## config.mk

```make
export PLATFORM = sky130hd
export DESIGN_NAME = restoring_divider_flat
export DESIGN_NICKNAME = d
export VERILOG_FILES = /design/src/rtl/restoring_divider_pkg.sv /design/src/rtl/restoring_divider_if.sv /design/src/rtl/restoring_divider_trial_subtractor.sv /design/src/rtl/restoring_divider.sv /design/src/flat_wrapper.sv
export SDC_FILE = /design/constraint.sdc
export NUM_CORES = 1
export LEC_CHECK = 0
export CORE_MARGIN = 3
export CORE_UTILIZATION = 45
export DETAILED_ROUTE_END_ITERATION = 7
export DONT_BUFFER_PORTS = 1
export HOLD_SLACK_MARGIN = 0.03
export RECOVER_POWER = 25
export SETUP_SLACK_MARGIN = 0.3
export SYNTH_ARGS = -nofsm -noshare
export SYNTH_HDL_FRONTEND = slang
export SYNTH_SLANG_ARGS = --single-unit
export TNS_END_PERCENT = 10
```

## constraint.sdc

```tcl
create_clock -name clk -period 49.7 [get_ports clk]
set_input_delay 14.91 -clock clk [delete_from_list [all_inputs] [get_ports clk]]
set_output_delay 14.91 -clock clk [all_outputs]
set_load 0.02 [all_outputs]
```

## src/rtl/restoring_divider_pkg.sv

```systemverilog
// Shared types and constants for the restoring divider.
//   state_t       : divider control states
//   DEFAULT_WIDTH : default operand/result width
//   QUO_ALL_ONES  : divide-by-zero quotient at the default width
//   MOST_NEG      : most-negative two's-complement value at the default width
// Instances that change WIDTH derive the same constants locally with all_ones()/most_neg() patterns.
package restoring_divider_pkg;

  localparam int unsigned DEFAULT_WIDTH = 64;

  typedef enum logic [1:0] {
    S_IDLE   = 2'd0,
    S_DIVIDE = 2'd1,
    S_FIXUP  = 2'd2,
    S_DONE   = 2'd3
  } state_t;

  localparam logic [DEFAULT_WIDTH-1:0] QUO_ALL_ONES = '1;
  localparam logic [DEFAULT_WIDTH-1:0] MOST_NEG     = {1'b1, {(DEFAULT_WIDTH-1){1'b0}}};

endpackage

```

## src/rtl/restoring_divider_if.sv

```systemverilog
// Operand/result handshake bundle for the restoring divider.
//   in_valid/in_ready   : operand handshake (dividend, divisor, is_signed)
//   out_valid/out_ready : result handshake (quotient, remainder, div_by_zero, overflow)
//   master : producer of operands / consumer of results
//   slave  : the divider
interface restoring_divider_if
  import restoring_divider_pkg::*;
#(
  parameter int unsigned WIDTH = DEFAULT_WIDTH
);

  logic             in_valid;
  logic             in_ready;
  logic [WIDTH-1:0] dividend;
  logic [WIDTH-1:0] divisor;
  logic             is_signed;
  logic             out_valid;
  logic             out_ready;
  logic [WIDTH-1:0] quotient;
  logic [WIDTH-1:0] remainder;
  logic             div_by_zero;
  logic             overflow;

  modport master (
    output in_valid, dividend, divisor, is_signed, out_ready,
    input  in_ready, out_valid, quotient, remainder, div_by_zero, overflow
  );

  modport slave (
    input  in_valid, dividend, divisor, is_signed, out_ready,
    output in_ready, out_valid, quotient, remainder, div_by_zero, overflow
  );

endinterface

```

## src/rtl/restoring_divider_trial_subtractor.sv

```systemverilog
// Trial subtraction o_diff = i_a - i_b as a ripple chain of full adders
// (b inverted, carry-in 1). o_carry = 1 means i_a >= i_b (unsigned).
//   i_a, i_b : N-bit operands
//   o_diff   : N-bit difference
//   o_carry  : carry out of the top adder
module restoring_divider_trial_subtractor #(
  parameter int unsigned N = 65
) (
  input  logic [N-1:0] i_a,
  input  logic [N-1:0] i_b,
  output logic [N-1:0] o_diff,
  output logic         o_carry
);

  logic [N:0]   w_c;
  logic [N-1:0] w_b_n;

  assign w_c[0] = 1'b1;
  assign w_b_n  = ~i_b;

  // One full adder per bit.
  for (genvar g = 0; g < N; g++) begin : g_fa
    assign o_diff[g] = i_a[g] ^ w_b_n[g] ^ w_c[g];
    assign w_c[g+1]  = (i_a[g] & w_b_n[g]) | (i_a[g] & w_c[g]) | (w_b_n[g] & w_c[g]);
  end

  assign o_carry = w_c[N];

endmodule

```

## src/rtl/restoring_divider.sv

```systemverilog
// Multi-cycle restoring divider, one quotient bit per cycle, with RISC-V
// DIV/DIVU/REM/REMU semantics for divide-by-zero and signed overflow.
//   clk, rst_n : clock, asynchronous active-low reset
//   bus        : slave side of restoring_divider_if (operands in, results out)
module restoring_divider
  import restoring_divider_pkg::*;
#(
  parameter int unsigned WIDTH = DEFAULT_WIDTH
) (
  input  logic                clk,
  input  logic                rst_n,
  restoring_divider_if.slave  bus
);

  localparam int unsigned      CNT_W    = $clog2(WIDTH);
  localparam logic [WIDTH-1:0] ALL_ONES = '1;
  localparam logic [WIDTH-1:0] NEG_MAX  = {1'b1, {(WIDTH-1){1'b0}}};

  state_t           r_state,       w_state_nxt;
  logic [WIDTH:0]   r_rem,         w_rem_nxt;
  logic [WIDTH-1:0] r_quo,         w_quo_nxt;
  logic [WIDTH-1:0] r_dvs,         w_dvs_nxt;
  logic [CNT_W-1:0] r_cnt,         w_cnt_nxt;
  logic             r_neg_q,       w_neg_q_nxt;
  logic             r_neg_r,       w_neg_r_nxt;
  logic             r_in_ready,    w_in_ready_nxt;
  logic             r_out_valid,   w_out_valid_nxt;
  logic [WIDTH-1:0] r_quotient,    w_quotient_nxt;
  logic [WIDTH-1:0] r_remainder,   w_remainder_nxt;
  logic             r_div_by_zero, w_div_by_zero_nxt;
  logic             r_overflow,    w_overflow_nxt;

  logic [WIDTH:0]   w_rem_shift;
  logic [WIDTH:0]   w_diff;
  logic             w_carry;
  logic [WIDTH-1:0] w_dividend_abs;
  logic [WIDTH-1:0] w_divisor_abs;
  logic [WIDTH-1:0] w_quo_neg;
  logic [WIDTH-1:0] w_rem_neg;
  logic             w_unused_rem_msb;

  // Partial remainder is always below the divisor, so its top bit stays zero.
  assign w_unused_rem_msb = r_rem[WIDTH];

  assign w_rem_shift = {r_rem[WIDTH-1:0], r_quo[WIDTH-1]};

  restoring_divider_trial_subtractor #(
    .N (WIDTH + 1)
  ) u_trial_sub (
    .i_a     (w_rem_shift),
    .i_b     ({1'b0, r_dvs}),
    .o_diff  (w_diff),
    .o_carry (w_carry)
  );

  // Absolute values and final sign fixups share the invert-plus-one form.
  assign w_dividend_abs = (bus.is_signed & bus.dividend[WIDTH-1]) ? (~bus.dividend + WIDTH'(1)) : bus.dividend;
  assign w_divisor_abs  = (bus.is_signed & bus.divisor[WIDTH-1])  ? (~bus.divisor + WIDTH'(1))  : bus.divisor;
  assign w_quo_neg      = ~r_quo + WIDTH'(1);
  assign w_rem_neg      = ~r_rem[WIDTH-1:0] + WIDTH'(1);

  // Next-state and datapath next values.
  always_comb begin
    w_state_nxt       = r_state;
    w_rem_nxt         = r_rem;
    w_quo_nxt         = r_quo;
    w_dvs_nxt         = r_dvs;
    w_cnt_nxt         = r_cnt;
    w_neg_q_nxt       = r_neg_q;
    w_neg_r_nxt       = r_neg_r;
    w_quotient_nxt    = r_quotient;
    w_remainder_nxt   = r_remainder;
    w_div_by_zero_nxt = r_div_by_zero;
    w_overflow_nxt    = r_overflow;

    case (r_state)
      S_IDLE: begin
        if (bus.in_valid) begin
          w_neg_q_nxt       = bus.is_signed & (bus.dividend[WIDTH-1] ^ bus.divisor[WIDTH-1]);
          w_neg_r_nxt       = bus.is_signed & bus.dividend[WIDTH-1];
          w_div_by_zero_nxt = 1'b0;
          w_overflow_nxt    = 1'b0;
          if (bus.divisor == '0) begin
            w_quotient_nxt    = ALL_ONES;
            w_remainder_nxt   = bus.dividend;
            w_div_by_zero_nxt = 1'b1;
            w_state_nxt       = S_DONE;
          end else if (bus.is_signed && (bus.dividend == NEG_MAX) && (bus.divisor == ALL_ONES)) begin
            w_quotient_nxt    = bus.dividend;
            w_remainder_nxt   = '0;
            w_overflow_nxt    = 1'b1;
            w_state_nxt       = S_DONE;
          end else begin
            w_rem_nxt   = '0;
            w_quo_nxt   = w_dividend_abs;
            w_dvs_nxt   = w_divisor_abs;
            w_cnt_nxt   = CNT_W'(WIDTH - 1);
            w_state_nxt = S_DIVIDE;
          end
        end
      end

      S_DIVIDE: begin
        // Keep the difference when it did not borrow, otherwise restore.
        w_rem_nxt = w_carry ? w_diff : w_rem_shift;
        w_quo_nxt = {r_quo[WIDTH-2:0], w_carry};
        if (r_cnt == '0) begin
          w_state_nxt = S_FIXUP;
        end else begin
          w_cnt_nxt = r_cnt - CNT_W'(1);
        end
      end

      S_FIXUP: begin
        w_quotient_nxt  = r_neg_q ? w_quo_neg : r_quo;
        w_remainder_nxt = r_neg_r ? w_rem_neg : r_rem[WIDTH-1:0];
        w_state_nxt     = S_DONE;
      end

      S_DONE: begin
        if (bus.out_ready) begin
          w_state_nxt = S_IDLE;
        end
      end

      default: w_state_nxt = S_IDLE;
    endcase

    // Handshake outputs are registered copies of the upcoming state.
    w_in_ready_nxt  = (w_state_nxt == S_IDLE);
    w_out_valid_nxt = (w_state_nxt == S_DONE);
  end

  // State and datapath registers.
  always_ff @(posedge clk or negedge rst_n) begin
    if (!rst_n) begin
      r_state       <= S_IDLE;
      r_rem         <= '0;
      r_quo         <= '0;
      r_dvs         <= '0;
      r_cnt         <= '0;
      r_neg_q       <= 1'b0;
      r_neg_r       <= 1'b0;
      r_in_ready    <= 1'b1;
      r_out_valid   <= 1'b0;
      r_quotient    <= '0;
      r_remainder   <= '0;
      r_div_by_zero <= 1'b0;
      r_overflow    <= 1'b0;
    end else begin
      r_state       <= w_state_nxt;
      r_rem         <= w_rem_nxt;
      r_quo         <= w_quo_nxt;
      r_dvs         <= w_dvs_nxt;
      r_cnt         <= w_cnt_nxt;
      r_neg_q       <= w_neg_q_nxt;
      r_neg_r       <= w_neg_r_nxt;
      r_in_ready    <= w_in_ready_nxt;
      r_out_valid   <= w_out_valid_nxt;
      r_quotient    <= w_quotient_nxt;
      r_remainder   <= w_remainder_nxt;
      r_div_by_zero <= w_div_by_zero_nxt;
      r_overflow    <= w_overflow_nxt;
    end
  end

  assign bus.in_ready    = r_in_ready;
  assign bus.out_valid   = r_out_valid;
  assign bus.quotient    = r_quotient;
  assign bus.remainder   = r_remainder;
  assign bus.div_by_zero = r_div_by_zero;
  assign bus.overflow    = r_overflow;

endmodule
```

## src/flat_wrapper.sv

```systemverilog
// flat-port wrapper written by rule: the top's interface ports become plain ports
module restoring_divider_flat import restoring_divider_pkg::*;
#(
  parameter int unsigned WIDTH = DEFAULT_WIDTH
)
  (clk, rst_n, bus_in_valid, bus_dividend, bus_divisor, bus_is_signed, bus_out_ready, bus_in_ready, bus_out_valid, bus_quotient, bus_remainder, bus_div_by_zero, bus_overflow);
  restoring_divider_if #(.WIDTH(WIDTH)) bus_i ();
  input  logic clk;
  input  logic rst_n;
  input wire logic [$bits(bus_i.in_valid)-1:0] bus_in_valid;
  input wire logic [$bits(bus_i.dividend)-1:0] bus_dividend;
  input wire logic [$bits(bus_i.divisor)-1:0] bus_divisor;
  input wire logic [$bits(bus_i.is_signed)-1:0] bus_is_signed;
  input wire logic [$bits(bus_i.out_ready)-1:0] bus_out_ready;
  output wire logic [$bits(bus_i.in_ready)-1:0] bus_in_ready;
  output wire logic [$bits(bus_i.out_valid)-1:0] bus_out_valid;
  output wire logic [$bits(bus_i.quotient)-1:0] bus_quotient;
  output wire logic [$bits(bus_i.remainder)-1:0] bus_remainder;
  output wire logic [$bits(bus_i.div_by_zero)-1:0] bus_div_by_zero;
  output wire logic [$bits(bus_i.overflow)-1:0] bus_overflow;
  assign bus_i.in_valid = bus_in_valid;
  assign bus_i.dividend = bus_dividend;
  assign bus_i.divisor = bus_divisor;
  assign bus_i.is_signed = bus_is_signed;
  assign bus_i.out_ready = bus_out_ready;
  assign bus_in_ready = bus_i.in_ready;
  assign bus_out_valid = bus_i.out_valid;
  assign bus_quotient = bus_i.quotient;
  assign bus_remainder = bus_i.remainder;
  assign bus_div_by_zero = bus_i.div_by_zero;
  assign bus_overflow = bus_i.overflow;
  restoring_divider #(.WIDTH(WIDTH)) u_core (.clk(clk), .rst_n(rst_n), .bus(bus_i));
endmodule
```

[After elaboration in Yosys (flattened, before gate mapping)]
Cells that the tools add are included.
Storage, ports and cells
  bits of input ports: 133
  flip-flop bits (word level): 334
  logic and storage cells: 539
  output and inout bits: 132
Operators by class
  multiplexer cells: 35
  reductions and logical operators: 13
  bitwise operators: 462
  $add $sub $neg: 5
  equality and inequality tests: 11
Operators with widths (number)
  64-bit two-way mux: 17
  64-bit case mux with 2 select lines: 4
  64-bit by 1-bit adder with 64-bit output (second input constant): 4
  64-bit NOT: 4
  1-bit AND: 196
  1-bit bitwise OR: 130
  64-bit == test (second input constant): 2
  1-bit XOR: 128
  64-bit NOT with 65-bit output: 1
  64-bit zero test: 1
  6-bit two-way mux: 4
  6-bit case mux with 2 select lines: 1
  2-bit two-way mux: 5
  2-bit != test (second input constant): 4
  2-bit case mux with 4 select lines: 1
  4-bit AND reduction: 2
  2-bit == test (second input constant): 3
  6-bit zero test: 1
  6-bit by 1-bit subtractor with 6-bit output (second input constant): 1
  5-bit AND reduction: 1
  2-bit zero test: 2
  2-bit nonzero test: 2
  1-bit two-way mux: 3
  3-bit by 1-bit != test with 1-bit output (second input constant): 1
  5 further kinds: 8

[Logic depth before layout (Yosys ltp)]
Gate-level depths: netlist (run 1).
  word-level depth: 198
  gate-level depth with buffers: 77
  depth with buffers taken out: 76

[Hierarchy]
Synthesis (run 1) repeated with hierarchy kept, for this count alone.
Unflattened totals
  cell total of the unflattened synthesis: 2635
  area, all modules: 22504.1 µm²
Modules (own cells, without submodules)
  restoring_divider: sequential area each 8359.3 µm², cells an instance 2440, area each 20722.4 µm², instances 1
  restoring_divider_trial_subtractor: sequential area each 0.0 µm², cells an instance 195, area each 1781.7 µm², instances 1

[Worst setup path after synthesis (run 1)]
OpenSTA, ideal clock, no wires.
  path kind: register -> register
  from: reg u_core.r_quo[63]
  to: reg u_core.r_rem[10]
  period minus slack after synthesis: 24.990 ns
  data required time: 49.567 ns
  data arrival time: 24.857 ns
  slack: 24.710 ns
  cell stages (with the launch flop): 77
  path buffers: 1
  library setup time: 0.133 ns
  cell sequence: dfrtp_1 -> inv_1 -> ha_1 -> inv_1 -> fa_1 -> inv_1 -> fa_1 -> inv_1 -> fa_1 -> fa_1 -> fa_1 -> fa_1 -> fa_1 -> inv_1 -> fa_1 -> fa_1 -> inv_1 -> fa_1 -> [41 not listed] -> fa_1 -> fa_1 -> fa_1 -> fa_1 -> fa_1 -> fa_1 -> fa_1 -> fa_1 -> fa_1 -> fa_1 -> inv_1 -> fa_1 -> inv_1 -> fa_1 -> nor2_1 -> clkbuf_1 -> mux2i_1 -> o21ai_0
On the way
  word-level cells in the longest chain between the ends: 197
  elaborated cells on any way between the ends: 262
  classes of those cells: 2 x mux; 260 x bitwise
Ends and longest elaborated chain
  from (decl): RTL line restoring_divider.sv:21  | logic [WIDTH-1:0] r_quo, w_quo_nxt;
  from (signal assigned): RTL line restoring_divider.sv:153  | r_quo <= w_quo_nxt;
  1-bit AND: RTL line restoring_divider_trial_subtractor.sv:24  | assign w_c[g+1] = (i_a[g] & w_b_n[g]) | (i_a[g] & w_c[g]) | (w_b_n[g] & w_c[g]);
  1-bit bitwise OR (*) (2 in series): RTL line restoring_divider_trial_subtractor.sv:24
  1-bit AND: RTL line restoring_divider_trial_subtractor.sv:24
  1-bit bitwise OR: RTL line restoring_divider_trial_subtractor.sv:24
  1-bit bitwise OR (*): RTL line restoring_divider_trial_subtractor.sv:24
  1-bit AND: RTL line restoring_divider_trial_subtractor.sv:24
  1-bit bitwise OR: RTL line restoring_divider_trial_subtractor.sv:24
  1-bit bitwise OR (*): RTL line restoring_divider_trial_subtractor.sv:24
  [177 not listed]
  1-bit AND: RTL line restoring_divider_trial_subtractor.sv:24
  1-bit bitwise OR (2 in series): RTL line restoring_divider_trial_subtractor.sv:24
  1-bit AND: RTL line restoring_divider_trial_subtractor.sv:24
  1-bit bitwise OR (2 in series): RTL line restoring_divider_trial_subtractor.sv:24
  1-bit AND: RTL line restoring_divider_trial_subtractor.sv:24
  1-bit bitwise OR (2 in series): RTL line restoring_divider_trial_subtractor.sv:24
  64-bit two-way mux (*): RTL line restoring_divider.sv:105  | w_rem_nxt = w_carry ? w_diff : w_rem_shift;
  64-bit case mux with 2 select lines (*): RTL line restoring_divider.sv:76  | case (r_state)
  to (signal assigned): RTL line restoring_divider.sv:152  | r_rem <= w_rem_nxt;
  to (decl): RTL line restoring_divider.sv:20  | logic [WIDTH:0] r_rem, w_rem_nxt;
Mark *: on every way between the ends. The rest lies on a longest branch, timed or not.
A chain may end at the register's enable or synchronous reset.

[Worst setup path after layout (run 1)]
  from: reg u_core.r_quo[63]
  to: reg u_core.r_rem[7]
On the way
  word-level cells in the longest chain between the ends: 197
  elaborated cells on any way between the ends: 262
  classes of those cells: 2 x mux; 260 x bitwise
Ends and longest elaborated chain (RTL line)
  1-bit AND: restoring_divider_trial_subtractor.sv:24
  1-bit bitwise OR (*) (2 in series): restoring_divider_trial_subtractor.sv:24
  1-bit AND: restoring_divider_trial_subtractor.sv:24
  1-bit bitwise OR: restoring_divider_trial_subtractor.sv:24
  1-bit bitwise OR (*): restoring_divider_trial_subtractor.sv:24
  1-bit AND: restoring_divider_trial_subtractor.sv:24
  1-bit bitwise OR: restoring_divider_trial_subtractor.sv:24
  1-bit bitwise OR (*): restoring_divider_trial_subtractor.sv:24
  [177 not listed]
  1-bit AND: restoring_divider_trial_subtractor.sv:24
  1-bit bitwise OR (2 in series): restoring_divider_trial_subtractor.sv:24
  1-bit AND: restoring_divider_trial_subtractor.sv:24
  1-bit bitwise OR (2 in series): restoring_divider_trial_subtractor.sv:24
  1-bit AND: restoring_divider_trial_subtractor.sv:24
  1-bit bitwise OR (2 in series): restoring_divider_trial_subtractor.sv:24
  64-bit two-way mux (*): restoring_divider.sv:105
  64-bit case mux with 2 select lines (*): restoring_divider.sv:76
Marks and branches as above.

==> impl_metrics.env, run 1 <==
export IMPL_rows=80
export IMPL_synth_area_leader_cell="dfrtp_1"
export IMPL_synth_seq_cells=334
export IMPL_clk_pin_slew_ns=0.07
export IMPL_synthMuxAreaShare=0.0292
export IMPL_cts_tree="built"
export IMPL_slowest_stage="buf_4"
export IMPL_hpwlAfterDp_um=49900
export IMPL_period_share=0.533
export IMPL_critPathKind="reg2reg"
export IMPL_grt_setup_unrepaired="no"
export IMPL_synthSimpleGateAreaFrac=0.191
export IMPL_drtIter0Drc=1785
export IMPL_fin_ws_ns=23.22
export IMPL_grt_usage=0.265
export IMPL_synth_area_leaders="dfrtp_1 (38%), fa_1 (5.8%), xnor2_1 (5.8%), o21ai_0 (5.0%), nand2_1 (4.7%)"
export IMPL_fill_cells=4520
export IMPL_die_w_um=226
export IMPL_cts_root_buffer="clkbuf_16"
export IMPL_detail_route_antenna_nets=0
export IMPL_syn_area_per_cell_um2=8.68
export IMPL_synth_top_area_frac=0.381
export IMPL_grt_pass1_vias=17800
export IMPL_post_route_drc_count=0
export IMPL_die_area_um2=51300
export IMPL_design_power_total_mw=1.48
export IMPL_min_period_ns=26.48
export IMPL_core_um2=47800
export IMPL_yosysSeqAreaShare=0.382
export IMPL_p_per_area_nw_per_um2=63.3
export IMPL_port_buffers=0
export IMPL_layout_nets=2595
export IMPL_cp_max_fo=59
export IMPL_layout_drive_gt1_share=0.0492
export IMPL_setup_violations=0
export IMPL_ioPinCount=265
export IMPL_synth_flop_cell="dfrtp_1"
export IMPL_slew_headroom=0.282
export IMPL_vias_per_cell=6.17
export IMPL_vias=18700
export IMPL_cpPeakStageDelay_ns=0.77
export IMPL_yosys_area_share_xor_xnor=0.0973
export IMPL_synth_top_family_by_area="simple AND/OR/NAND/NOR gates"
export IMPL_area_delta_synth_final_pct=7.17
export IMPL_syn_area_um2=21900
export IMPL_die_h_um=226
export IMPL_cpMostUsedCell="fa_1"
export IMPL_cts_path_max_buffers=3
export IMPL_clkLatencyLatePin_ns=0.56
export IMPL_routed_wl_um=68500
export IMPL_start_kind="register"
export IMPL_pre_cts_slack_ns=23.27
export IMPL_outcome="finished clean"
export IMPL_peakVddDrop_mv=0.0404
export IMPL_cts_sinks=334
export IMPL_dr_pass1_iters=6
export IMPL_cts_hold_buffers=0
export IMPL_ys_types=61
export IMPL_place_gp_congestion=0.932
export IMPL_synth_edf_count=0
export IMPL_worst_setup_path_end_kind="register"
export IMPL_yosysMostFrequentCell="dfrtp_1"
export IMPL_worst_pin_slew_ns=1.07
export IMPL_cts_setup_buffers=0
export IMPL_tns_ns=0
export IMPL_grt_pass1_wl_um=107000
export IMPL_netlist_instances=2521
export IMPL_cp_arrival_ns=26.89
export IMPL_synth_adder_area_share=0.0617
export IMPL_wl_per_cell_um=22.6
export IMPL_n_antenna_cell=0
export IMPL_syn_nets=2724
export IMPL_cap_violations=0
export IMPL_async_flop_share=1.00
export IMPL_slew_viol_final=0
export IMPL_hold_violations=0
export IMPL_hold_class="reg2reg"
export IMPL_cp_required_ns=50.11
export IMPL_netlist_top_cells_count="dfrtp_1 (333), nand2_1 (271), o21ai_0 (217), nand3_1 (203), xnor2_1 (144)"
export IMPL_cts_htree_levels=2
export IMPL_yosysWarnings=0
export IMPL_clock_fmax_ghz=0.0378
export IMPL_skew_ns=0.0277
export IMPL_ctsResizeCount=0
export IMPL_antenna_found_initial=1
export IMPL_grt_start_max_net_pins=335
export IMPL_cts_made_buffers=38
export IMPL_grt_overflow=0
export IMPL_leakage_nw=9.07
export IMPL_initial_core_util=0.457
export IMPL_rrSetupSlack_ns=23.22
export IMPL_synth_compound_area_frac=0.188
[cell type report]
type	instances	area, um2	area share
clock inverters	16	220	0.00939
inverters	88	330	0.0141
flip-flops and latches	334	8360	0.357
well taps	615	769	0.0328
clock buffers	52	1090	0.0467
repair buffers	22	178	0.00758
multi-input cells	1908	12500	0.533
[registers in the layout, summed over array words and instances (netlist names), 2 cells and up]
name and flops:
u_core.r_rem 64, u_core.r_cnt 6, u_core.r_quo 64, u_core.bus.remainder 64
u_core.r_state 2, u_core.bus.quotient 64, u_core.r_dvs 64
[power breakdown]
group	leakage, nW	switching, mW	internal [mW]	total, mW
clock network	0.641	0.118	0.181	0.299
logic	4.29	0.331	0.270	0.601
registers	4.14	0.193	0.393	0.586
[worst max-delay path, delay by kind of cell, from the launching register on]
family,cells,cell delay (ns)
AOI/OAI and AO/OA,1,0.10
DFF,1,0.41
muxes,1,0.27
and+or+nand+nor,1,0.34
adders and majority gates,64,23.82
buffers and inverters,9,1.28
[layout by cell type (no fill, tap or decap), types with 7 or more instances in the layout]
master	count
a21oi_1	86
a22oi_1	53
a31oi_1	39
buf_4	21
clkbuf_16	39
clkbuf_8	7
dfrtp_1	333
fa_1	63
ha_1	7
inv_1	88
mux2i_1	60
nand2_1	270
nand3_1	203
nand4_1	24
nor2_1	131
nor3_1	52
nor4_1	46
o211ai_1	16
o21ai_0	217
o21ai_1	53
o22ai_1	44
o311ai_0	20
o31ai_1	69
o41ai_1	39
or2_2	12
or3_1	36
or4_1	36
xnor2_1	144
xor2_1	99
[logic make-up after synthesis]
family | after synthesis
simple gates | 864
buf+inv | 279
fa+ha+maj | 70
xor+xnor | 243
flops | 334
mux | 63
compound gates | 668
[layer usage]
| layer | GRT usage | vias up | wire [um] | share of wire |
|---|---|---|---|---|
| met5 | 0 | - | 0 | 0 |
| met2 | 0.404 | 796 | 30400 | 0.44 |
| met1 | 0.379 | 8998 | 30300 | 0.44 |
| met4 | 0.0957 | 0 | 2450 | 0.036 |
| li1 | - | 8808 | - | - |
| met3 | 0.0480 | 118 | 5370 | 0.078 |
[final timing paths]
check / startpoint / endpoint / depth (start not counted)
worst max-delay path: u_core.r_quo[63]$_DFFE_PN0P_ / u_core.r_rem[7]$_DFFE_PN0P_ / 76
worst min-delay path: u_core.r_cnt[3]$_DFFE_PN0P_ / u_core.r_cnt[3]$_DFFE_PN0P_ / 1
worst max register to register: u_core.r_quo[63]$_DFFE_PN0P_ / u_core.r_rem[7]$_DFFE_PN0P_ / 76
worst min register to register: u_core.r_cnt[3]$_DFFE_PN0P_ / u_core.r_cnt[3]$_DFFE_PN0P_ / 1
max in group asynchronous: rst_n / u_core.r_dvs[41]$_DFFE_PN0P_ / 0
min in group asynchronous: rst_n / u_core.bus.quotient[14]$_DFFE_PN0P_ / 0
[stage by stage]
| stage | util | cells | instance area, um2 | hold slack [ns] |
|---|---|---|---|---|
| finish | 0.490 | 3035 | 23400 | 0.508 |
| global route | 0.490 | 3035 | 23400 | 0.535 |
| CTS | 0.490 | 3035 | 23400 | 0.508 |
| detailed placement | 0.462 | 2967 | 22100 | 0.499 |
| global placement | 0.462 | 2967 | 22100 | 0.481 |
| floorplan | - | 2521 | 21900 | 0.463 |
No activity file was read; power rests on OpenSTA's default activity.
==> run 2: changes to the inputs <==
==> constraint.sdc (replaced) <==
create_clock -name clk -period 27.3 [get_ports clk]
set_input_delay 8.19 -clock clk [delete_from_list [all_inputs] [get_ports clk]]
set_output_delay 8.19 -clock clk [all_outputs]
set_load 0.02 [all_outputs]
==> run 2 against run 1 <==
Compared with the run above: sequential share of layout area fell by 0.23 points; maximum frequency rose by 1.8%; hold slack improved by 0.012 ns; highest routed layer unchanged; critical path depth fell by 1; clock skew fell by 0.0074 ns; largest power group unchanged; critical path type unchanged.
==> impl_metrics.env, run 2 (synthesis gave the netlist of run 1 again) <==
export IMPL_combPwrFrac=0.410
export IMPL_die_w_um=226
export IMPL_p_int_mw=1.57
export IMPL_rows=80
export IMPL_layout_drive_gt1_share=0.0554
export IMPL_cpMostUsedCell="fa_1"
export IMPL_cp_required_ns=27.69
export IMPL_grt_pass1_vias=17900
export IMPL_drtIter0Drc=1915
export IMPL_cts_sinks=334
export IMPL_die_h_um=226
export IMPL_clock_fmax_ghz=0.0384
export IMPL_vias_per_cell=6.20
export IMPL_detail_route_antenna_nets=0
export IMPL_power_switching_mw=1.19
export IMPL_routed_wl_um=69300
export IMPL_initial_core_util=0.457
export IMPL_skew_ns=0.0204
export IMPL_critPathKind="reg2reg"
export IMPL_cts_made_buffers=40
export IMPL_fill_cells=4576
export IMPL_cts_tree="built"
export IMPL_tns_ns=0
export IMPL_slew_viol_final=0
export IMPL_cpPeakStageDelay_ns=0.65
export IMPL_hold_violations=0
export IMPL_grt_setup_unrepaired="yes"
export IMPL_seq_power_share=0.388
export IMPL_design_power_total_mw=2.76
export IMPL_die_area_um2=51300
export IMPL_post_route_drc_count=0
export IMPL_cp_max_fo=11
export IMPL_clkPwrFrac=0.202
export IMPL_final_instance_count_excl_fill=3050
export IMPL_antenna_found_initial=0
export IMPL_cap_violations=0
export IMPL_core_um2=47800
export IMPL_dr_pass1_iters=6
export IMPL_final_cell_mix="dfrtp_1 (333), nand2_1 (270), o21ai_0 (217)"
export IMPL_final_area_um2=23600
export IMPL_placement_cell_area_um2=22200
export IMPL_seqCellArea_um2=8360
export IMPL_pre_cts_slack_ns=1.10
export IMPL_port_buffers=0
export IMPL_grt_start_max_net_pins=335
export IMPL_min_period_ns=26.01
export IMPL_setup_violations=0
export IMPL_start_kind="register"
export IMPL_cts_path_max_buffers=3
export IMPL_cts_htree_levels=2
export IMPL_grt_pass1_wl_um=108000
export IMPL_worst_pin_slew_ns=1.13
export IMPL_hpwlAfterDp_um=50600
export IMPL_multi_input_area_um2=12500
export IMPL_cts_root_buffer="clkbuf_16"
export IMPL_grt_usage=0.267
export IMPL_clkLatencyLatePin_ns=0.56
export IMPL_outcome="finished clean"
export IMPL_worst_setup_path_end_kind="register"
export IMPL_ioPinCount=265
export IMPL_cp_arrival_ns=26.41
export IMPL_layout_nets=2609
export IMPL_slowest_stage="nor2_2"
export IMPL_period_share=0.953
export IMPL_p_per_area_nw_per_um2=117
export IMPL_clk_pin_slew_ns=0.06
export IMPL_dp_cells=2973
export IMPL_peakVddDrop_mv=0.0531
export IMPL_vias=18900
export IMPL_area_delta_synth_final_pct=7.88
export IMPL_swShare=0.432
export IMPL_hold_class="reg2reg"
export IMPL_n_antenna_cell=0
export IMPL_fin_ws_ns=1.29
export IMPL_place_gp_congestion=0.922
export IMPL_wl_per_cell_um=22.7
export IMPL_leakage_nw=9.16
export IMPL_grt_overflow=0
export IMPL_slew_headroom=0.234
export IMPL_mostFrequentLayoutCell="dfrtp_1"
## run 2: cell type report
type                       instances  area share
clock buffer                      52      0.0478
clock inverter                    19     0.00970
inverter                          88      0.0140
multi-input combinational       1909       0.530
sequential                       334       0.354
tap                              615      0.0326
timing repair buffer              33      0.0121
## run 2: what timing repair did
item,in CTS,in global routing
setup endpoints to repair,0,63
hold buffers,0,0
gates resized for setup,0,0
hold endpoints to repair,0,0
buffers inserted,0,5
## run 2: power by group through the flow
stage	registers, mW	logic [mW]	clock network [mW]
6_report	1.07	1.13	0.556
5_1_grt	1.11	1.29	0.587
4_1_cts	1.07	1.12	0.569
3_5_place_dp	1.08	1.11	0
3_3_place_gp	1.06	1.08	0
2_1_floorplan	0.973	0.898	0
## run 2: per-layer routing
layer  vias up  track usage  wire length (um)  part of all wire
li1       8852            -                 -                 -
met1      9130        0.379             30000              0.43
met2       792        0.400             30500              0.44
met3       148       0.0553              5950             0.086
met4         0        0.108              2850             0.041
met5         -            0                 0                 0
## run 2: final timing paths
check | slack, ns | cells past startpoint | from | endpoint
setup reg to reg | 1.29 | 75 | u_core.r_quo[63]$_DFFE_PN0P_ | u_core.r_rem[48]$_DFFE_PN0P_
hold reg to reg | 0.52 | 1 | u_core.r_cnt[3]$_DFFE_PN0P_ | u_core.r_cnt[3]$_DFFE_PN0P_
max in group asynchronous | 19.20 | 0 | rst_n | u_core.r_rem[11]$_DFFE_PN0P_
setup / recovery | 1.29 | 75 | u_core.r_quo[63]$_DFFE_PN0P_ | u_core.r_rem[48]$_DFFE_PN0P_
min in group asynchronous | 7.32 | 0 | rst_n | u_core.bus.quotient[13]$_DFFE_PN0P_
hold / removal | 0.52 | 1 | u_core.r_cnt[3]$_DFFE_PN0P_ | u_core.r_cnt[3]$_DFFE_PN0P_
## run 2: worst max-delay path, delay by kind of cell, from the launching register on
family / cells / cell delay (ns)
adders and majority gates: 64 / 23.93
muxes: 1 / 0.26
AOI/OAI and AO/OA: 1 / 0.08
buffers and inverters: 8 / 0.49
and+or+nand+nor: 1 / 0.65
DFF: 1 / 0.41
## run 2: per-stage QoR
step                 util  hold WS, ns
floorplan               -        0.463
global placement    0.464        0.478
detailed placement  0.464        0.487
CTS                 0.492        0.511
global route        0.493        0.542
finish              0.493        0.520
==> run 3: changes to the inputs <==
--- a/config.mk
+++ b/config.mk
@@ -12,6 +12,7 @@
 export HOLD_SLACK_MARGIN = 0.03
 export RECOVER_POWER = 25
 export SETUP_SLACK_MARGIN = 0.3
+export SLEW_MARGIN = 20
 export SYNTH_ARGS = -nofsm -noshare
 export SYNTH_HDL_FRONTEND = slang
 export SYNTH_SLANG_ARGS = --single-unit
==> results of run 3 <==
Same layout as run 2: the final DEF is identical, and so are final timing and power.
